===== src/rtl/xentry_types.sv =====
// Shared request and store-buffer types for the L1 data cache request path.
// Latency: n/a (types only).
// Backpressure: n/a.
package xentry_types;

  // Memory operations presented on the dcache request port.
  typedef enum logic [1:0] {
    LOAD              = 2'd0,
    STORE             = 2'd1,
    LOAD_RESERVED     = 2'd2,
    STORE_CONDITIONAL = 2'd3
  } memory_operation_e;

  // Store buffer control states; independent of the arbiter's own FSM.
  typedef enum logic [1:0] {
    ST_IDLE  = 2'd0,
    ST_DRAIN = 2'd1,
    ST_LOAD  = 2'd2
  } store_buffer_state_e;

endpackage


===== src/rtl/store_buffer_fifo.sv =====
// Store entry FIFO holding {address, data}; head is visible combinationally.
// Latency: a pushed entry is counted and visible at the head one cycle later.
// Backpressure: pushes are dropped when full, pops ignored when empty; the top gates both.
module store_buffer_fifo #(
  parameter int XLEN  = 32,
  parameter int DEPTH = 4
) (
  input  logic                     clk,
  input  logic                     reset,
  input  logic                     push,
  input  logic [XLEN-1:0]          push_address,
  input  logic [XLEN-1:0]          push_data,
  input  logic                     pop,
  output logic [XLEN-1:0]          head_address,
  output logic [XLEN-1:0]          head_data,
  output logic                     full,
  output logic                     empty,
  output logic [$clog2(DEPTH):0]   count
);

  localparam int AW = $clog2(DEPTH);
  localparam logic [AW:0] ONE     = (AW+1)'(1);
  localparam logic [AW:0] DEPTH_C = (AW+1)'(DEPTH);

  logic [XLEN-1:0] addr_mem [DEPTH];
  logic [XLEN-1:0] data_mem [DEPTH];
  logic [AW:0]     wr_ptr;
  logic [AW:0]     rd_ptr;
  logic [AW:0]     count_q;
  logic            do_push;
  logic            do_pop;

  // Full/empty come from the registered count only, so a same-cycle pop never frees a slot.
  assign full    = (count_q == DEPTH_C);
  assign empty   = (count_q == '0);
  assign do_push = push && !full;
  assign do_pop  = pop && !empty;
  assign count   = count_q;

  assign head_address = addr_mem[rd_ptr[AW-1:0]];
  assign head_data    = data_mem[rd_ptr[AW-1:0]];

  // Storage array: written at the tail slot; contents need no reset since count gates reads.
  always_ff @(posedge clk) begin
    if (do_push) begin
      addr_mem[wr_ptr[AW-1:0]] <= push_address;
      data_mem[wr_ptr[AW-1:0]] <= push_data;
    end
  end

  // Pointers with wrap bit and occupancy count.
  always_ff @(posedge clk or posedge reset) begin
    if (reset) begin
      wr_ptr  <= '0;
      rd_ptr  <= '0;
      count_q <= '0;
    end else begin
      if (do_push) wr_ptr <= wr_ptr + ONE;
      if (do_pop)  rd_ptr <= rd_ptr + ONE;
      case ({do_push, do_pop})
        2'b10:   count_q <= count_q + ONE;
        2'b01:   count_q <= count_q - ONE;
        default: count_q <= count_q;
      endcase
    end
  end

  // The wrap-bit pointer distance must always agree with the count.
  count_matches_ptrs: assert property (@(posedge clk) disable iff (reset)
    count_q == (wr_ptr - rd_ptr));

endmodule


===== src/rtl/dcache_store_buffer.sv =====
// Store buffer between the L1 dcache miss port and the L2 request arbiter.
// Latency: stores acked in the request cycle; drained one per L2 handshake; loads pass through once empty.
// Backpressure: no store ack while full or while a load is in flight; loads wait for the buffer to empty.
module dcache_store_buffer
  import xentry_types::*;
#(
  parameter int XLEN  = 32,
  parameter int DEPTH = 4
) (
  input  logic                     clk,
  input  logic                     reset,
  input  logic [XLEN-1:0]          dcache_req_address,
  input  memory_operation_e        dcache_req_type,
  input  logic                     dcache_req_valid,
  input  logic [XLEN-1:0]          dcache_word_to_store,
  output logic [XLEN-1:0]          dcache_fetched_word,
  output logic                     dcache_req_fulfilled,
  output logic [XLEN-1:0]          req_address,
  output memory_operation_e        req_type,
  output logic                     req_valid,
  output logic [XLEN-1:0]          word_to_store,
  input  logic [XLEN-1:0]          fetched_word,
  input  logic                     req_fulfilled,
  output logic [$clog2(DEPTH):0]   buffer_count
);

  store_buffer_state_e state_q;
  store_buffer_state_e state_d;

  logic            full;
  logic            empty;
  logic [XLEN-1:0] head_address;
  logic [XLEN-1:0] head_data;
  logic            store_accept;
  logic            pop;

  // A store is absorbed whenever there is room, except while a load owns the L2 port.
  assign store_accept = !reset && dcache_req_valid && (dcache_req_type == STORE) &&
                        !full && (state_q != ST_LOAD);
  // Only a drain handshake retires an entry; stray fulfils in other states are ignored.
  assign pop = (state_q == ST_DRAIN) && req_fulfilled;

  store_buffer_fifo #(
    .XLEN  (XLEN),
    .DEPTH (DEPTH)
  ) u_fifo (
    .clk          (clk),
    .reset        (reset),
    .push         (store_accept),
    .push_address (dcache_req_address),
    .push_data    (dcache_word_to_store),
    .pop          (pop),
    .head_address (head_address),
    .head_data    (head_data),
    .full         (full),
    .empty        (empty),
    .count        (buffer_count)
  );

  // State register.
  always_ff @(posedge clk or posedge reset) begin
    if (reset) begin
      state_q <= ST_IDLE;
    end else begin
      state_q <= state_d;
    end
  end

  // Next state and output muxing; every fulfil returns to idle so L2 valid always has a gap.
  always_comb begin
    state_d              = state_q;
    req_address          = '0;
    req_type             = LOAD;
    req_valid            = 1'b0;
    word_to_store        = '0;
    dcache_fetched_word  = '0;
    dcache_req_fulfilled = store_accept;

    case (state_q)
      ST_IDLE: begin
        if (!empty) begin
          state_d = ST_DRAIN;
        end else if (dcache_req_valid && (dcache_req_type != STORE)) begin
          state_d = ST_LOAD;
        end
      end
      ST_DRAIN: begin
        req_address   = head_address;
        word_to_store = head_data;
        req_type      = STORE;
        req_valid     = 1'b1;
        if (req_fulfilled) begin
          state_d = ST_IDLE;
        end
      end
      ST_LOAD: begin
        req_address          = dcache_req_address;
        req_type             = dcache_req_type;
        req_valid            = dcache_req_valid;
        dcache_fetched_word  = fetched_word;
        dcache_req_fulfilled = req_fulfilled;
        if (req_fulfilled) begin
          state_d = ST_IDLE;
        end
      end
      default: begin
        state_d = ST_IDLE;
      end
    endcase

    // Outputs are forced quiet for the whole reset window, not just after the first edge.
    if (reset) begin
      req_address          = '0;
      req_type             = LOAD;
      req_valid            = 1'b0;
      word_to_store        = '0;
      dcache_fetched_word  = '0;
      dcache_req_fulfilled = 1'b0;
    end
  end

endmodule

===== config.mk =====
export PLATFORM = sky130hd
export DESIGN_NAME = dcache_store_buffer
export DESIGN_NICKNAME = d
export VERILOG_FILES = /design/src/rtl/xentry_types.sv /design/src/rtl/store_buffer_fifo.sv /design/src/rtl/dcache_store_buffer.sv
export SDC_FILE = /design/constraint.sdc
export NUM_CORES = 1
export LEC_CHECK = 0
export CORE_MARGIN = 4
export CORE_UTILIZATION = 56
export CTS_CLUSTER_SIZE = 12
export DETAILED_ROUTE_END_ITERATION = 12
export GPL_ROUTABILITY_DRIVEN = 0
export GPL_TIMING_DRIVEN = 0
export PLACE_DENSITY_LB_ADDON = 0.25
export SETUP_SLACK_MARGIN = 0.05
export SLEW_MARGIN = 20
export SYNTH_ARGS = -nofsm -noshare
export SYNTH_HDL_FRONTEND = slang
export SYNTH_HIERARCHICAL = 1
export SYNTH_SLANG_ARGS = --single-unit

===== constraint.sdc =====
create_clock -name clk -period 10.3 [get_ports clk]
set_clock_uncertainty 0.05 [all_clocks]
set_input_delay 2.06 -clock clk [delete_from_list [all_inputs] [get_ports clk]]
set_output_delay 2.06 -clock clk [all_outputs]
set_load 0.02 [all_outputs]

==> metrics.txt <==
DR pass1 iterations=5; status=finished clean; RSZ-0062 raised after global routing=no; Clock Tree Buf Depth=3; clock sinks=265; Post-Syn Instances=547; critical path arrival=4.00 ns; vias in the first global route=6,545; PD cells=231.9 mW/mm^2; # resized after CTS=0; Period Utilization, post-route=0.5934; CP max stage delay=0.63 ns; Detailed Route Iter0 Violations=302; CTS tree=yes; type of the worst setup path=in -> out; Hold Path End=u_fifo/count[2]; most frequent cell on the critical path=clkdlybuf4s50_1; initial core utilization=0.5724; Seq/Total Area, Yosys=0.7342; Setup Viol. Count Final=0; Max Freq=0.1636 GHz; slowest CP cell=clkdlybuf4s50_1; R2R Path Start=state_q[0]; die area=0.02153 sq mm; # hold bufs at CTS=0; Top Family by Delay on Critical Path=buffers and inverters; Final Power=3.264 mW; syn avg cell area=19.70 sq um; H-tree depth=1; clock transition at the registers of the reported paths=0.06 ns; Hold Path Depth=1; commonest non-fill, non-tap cell in the layout=edfxtp_1; leakage=4.697 nW; All-Layer GR Usage=0.2147; Setup crit start=reset; Mapped Nets=658; FF-to-FF setup slack=7.42 ns; share of layout cells above drive strength 1=0.1806; grt ovf=0; critical path, cell by cell=clkdlybuf4s50_1, nor2b_4, buf_2, and2_1, clkdlybuf4s50_1; Syn. warnings=6; Hold Startpoint=u_fifo/count[2]; Max-cap violations=0; R2R cell count=7; Final ANT Viol Nets=0; hold_ws=0.4980 ns; Crit Reg-Reg Endpoint=u_fifo/data_mem[0][28]; Hold Fails Final Rpt=0; Root Driver=clkbuf_16; top cell type's share of synthesized area=0.7133; Period minus WS final=6.112 ns; hpwl dp=14,590 microns; crit path max fanout=10; CP Launch Type=input pin; post-route cell area=0.01407 sq mm; synthesized cell area=0.01078 sq mm; pin count of the biggest net entering global routing=38; Syn-to-layout area delta=30.58%; Core ar.=0.01883 sq mm; post-CTS setup buffer count=0; Synth area leaders=edfxtp_1, mux4_2, and2_1; peak supply drop=0.0001407 V; Chip Height=146.7 microns; first-pass GRT wire length=36,160 microns; leading cell types in the layout, fill and taps excluded=edfxtp_1, clkdlybuf4s50_1, and2_1; Yosys reg bits=265; NumNets Final=895; antenna violations before repair=1; endpoint type of the worst setup path=primary output; DR vias/cell=5.591; worst hold path type=reg -> reg; post-synth cell types=32; relative slew slack=0.5519; final slew viol count=0; Slew @ Worst Pin=0.6722 ns; largest area contributor in the netlist=edfxtp_1; placed inst area=0.01324 sq mm; io pins=205; Clk Latency, worst-skew pair=0.51 ns; row count=50; CP required=8.19 ns; WL/cell=21.63 microns; CTS buffer count=27; DP Cell Count=1,015; PortBufs=204; drt drc=0; Die Span X=146.7 microns; Routed Wire Length=23,010 microns; crit path buf inv count=3; setup TNS=0 ns; Vias=5,949; Fillers=1,112; Final Instance Count excl. Fillers=1,064
[sequential cells by signal, indices dropped and copies added, names as in the netlist]
name / cells
u_fifo/wr_ptr: 2
state_q: 2
u_fifo/count: 3
u_fifo/addr_mem: 128
u_fifo/rd_ptr: 2
u_fifo/data_mem: 128
[power by group]
group / switching, mW / leakage [nW] / internal, mW
Combinational: 0.555 / 1.89 / 0.553
Sequential: 0.0252 / 2.41 / 1.23
Clock: 0.364 / 0.399 / 0.534
[metrics by stage]
step,utilization,worst slack [ns]
2_1_floorplan,-,5.531
3_3_place_gp,0.6981,3.682
3_5_place_dp,0.7033,4.170
4_1_cts,0.7472,4.161
5_1_grt,0.7474,4.124
6_report,0.7474,4.188
[cells in the mapped netlist, drive strengths merged]
cell type and instances:
nand3 1, mux4 64, xnor2 3, inv 11
nor4 1, clkbuf 1, mux2i 1, nor2 35
buf 30, a21o 2, nor3b 1, nor2b 3
nand3b 1, dfrtp 9, edfxtp 256, or3 1
a31oi 1, and2 71, nand2 3, o211ai 1
xor2 3, nand2b 3, ha 8, fa 1
a21oi 3, a22oi 32, mux2 1
[kinds of logic (layout without fill, tap and decap cells)]
logic type,after synthesis,count (layout),synth area share
AO/OA/AOI/OAI,39,39,0.02635
XOR/XNOR,6,6,0.004877
adder cells (fa/ha/maj),9,9,0.01115
buffers and inverters,42,298,0.02345
flip-flops,265,265,0.7342
multiplexers,66,66,0.1357
other,0,1,0
AND/OR/NAND/NOR,120,120,0.06432
[worst max-delay path by stage]
stage | end | slack, ns | depth (start not counted)
6_report | word_to_store[10] | 4.19 | 5
5_1_grt | word_to_store[10] | 4.12 | 5
4_1_cts | word_to_store[10] | 4.16 | 5
3_5_place_dp | word_to_store[13] | 4.17 | 5
3_3_place_gp | u_fifo/addr_mem[2][8] | 3.68 | 4
2_1_floorplan | u_fifo/addr_mem[0][0] | 5.53 | 4
[per-layer routing]
metal	wire, microns	part of all wire	global-route usage	vias up
met1	9067	0.39	0.2852	3014
met5	0	0	0	-
met4	269	0.012	0.04139	0
met2	12020	0.52	0.3745	264
li1	-	-	-	2643
met3	1656	0.072	0.04565	28
[area by class of cell]
| type | count | area (sq um) | share of cell area |
|---|---|---|---|
| tap | 260 | 325.3 | 0.02312 |
| buffer | 31 | 211.5 | 0.01502 |
| antenna | 1 | 2.502 | 0.0001778 |
| inverter | 11 | 41.29 | 0.002934 |
| clock buffer | 47 | 820.8 | 0.05832 |
| timing repair buffer | 208 | 2130 | 0.1513 |
| sequential | 265 | 7913 | 0.5622 |
| clock inverter | 1 | 7.507 | 0.0005334 |
| multi-input combinational | 240 | 2623 | 0.1863 |
Note: power is estimated with default switching activity, not from simulation.
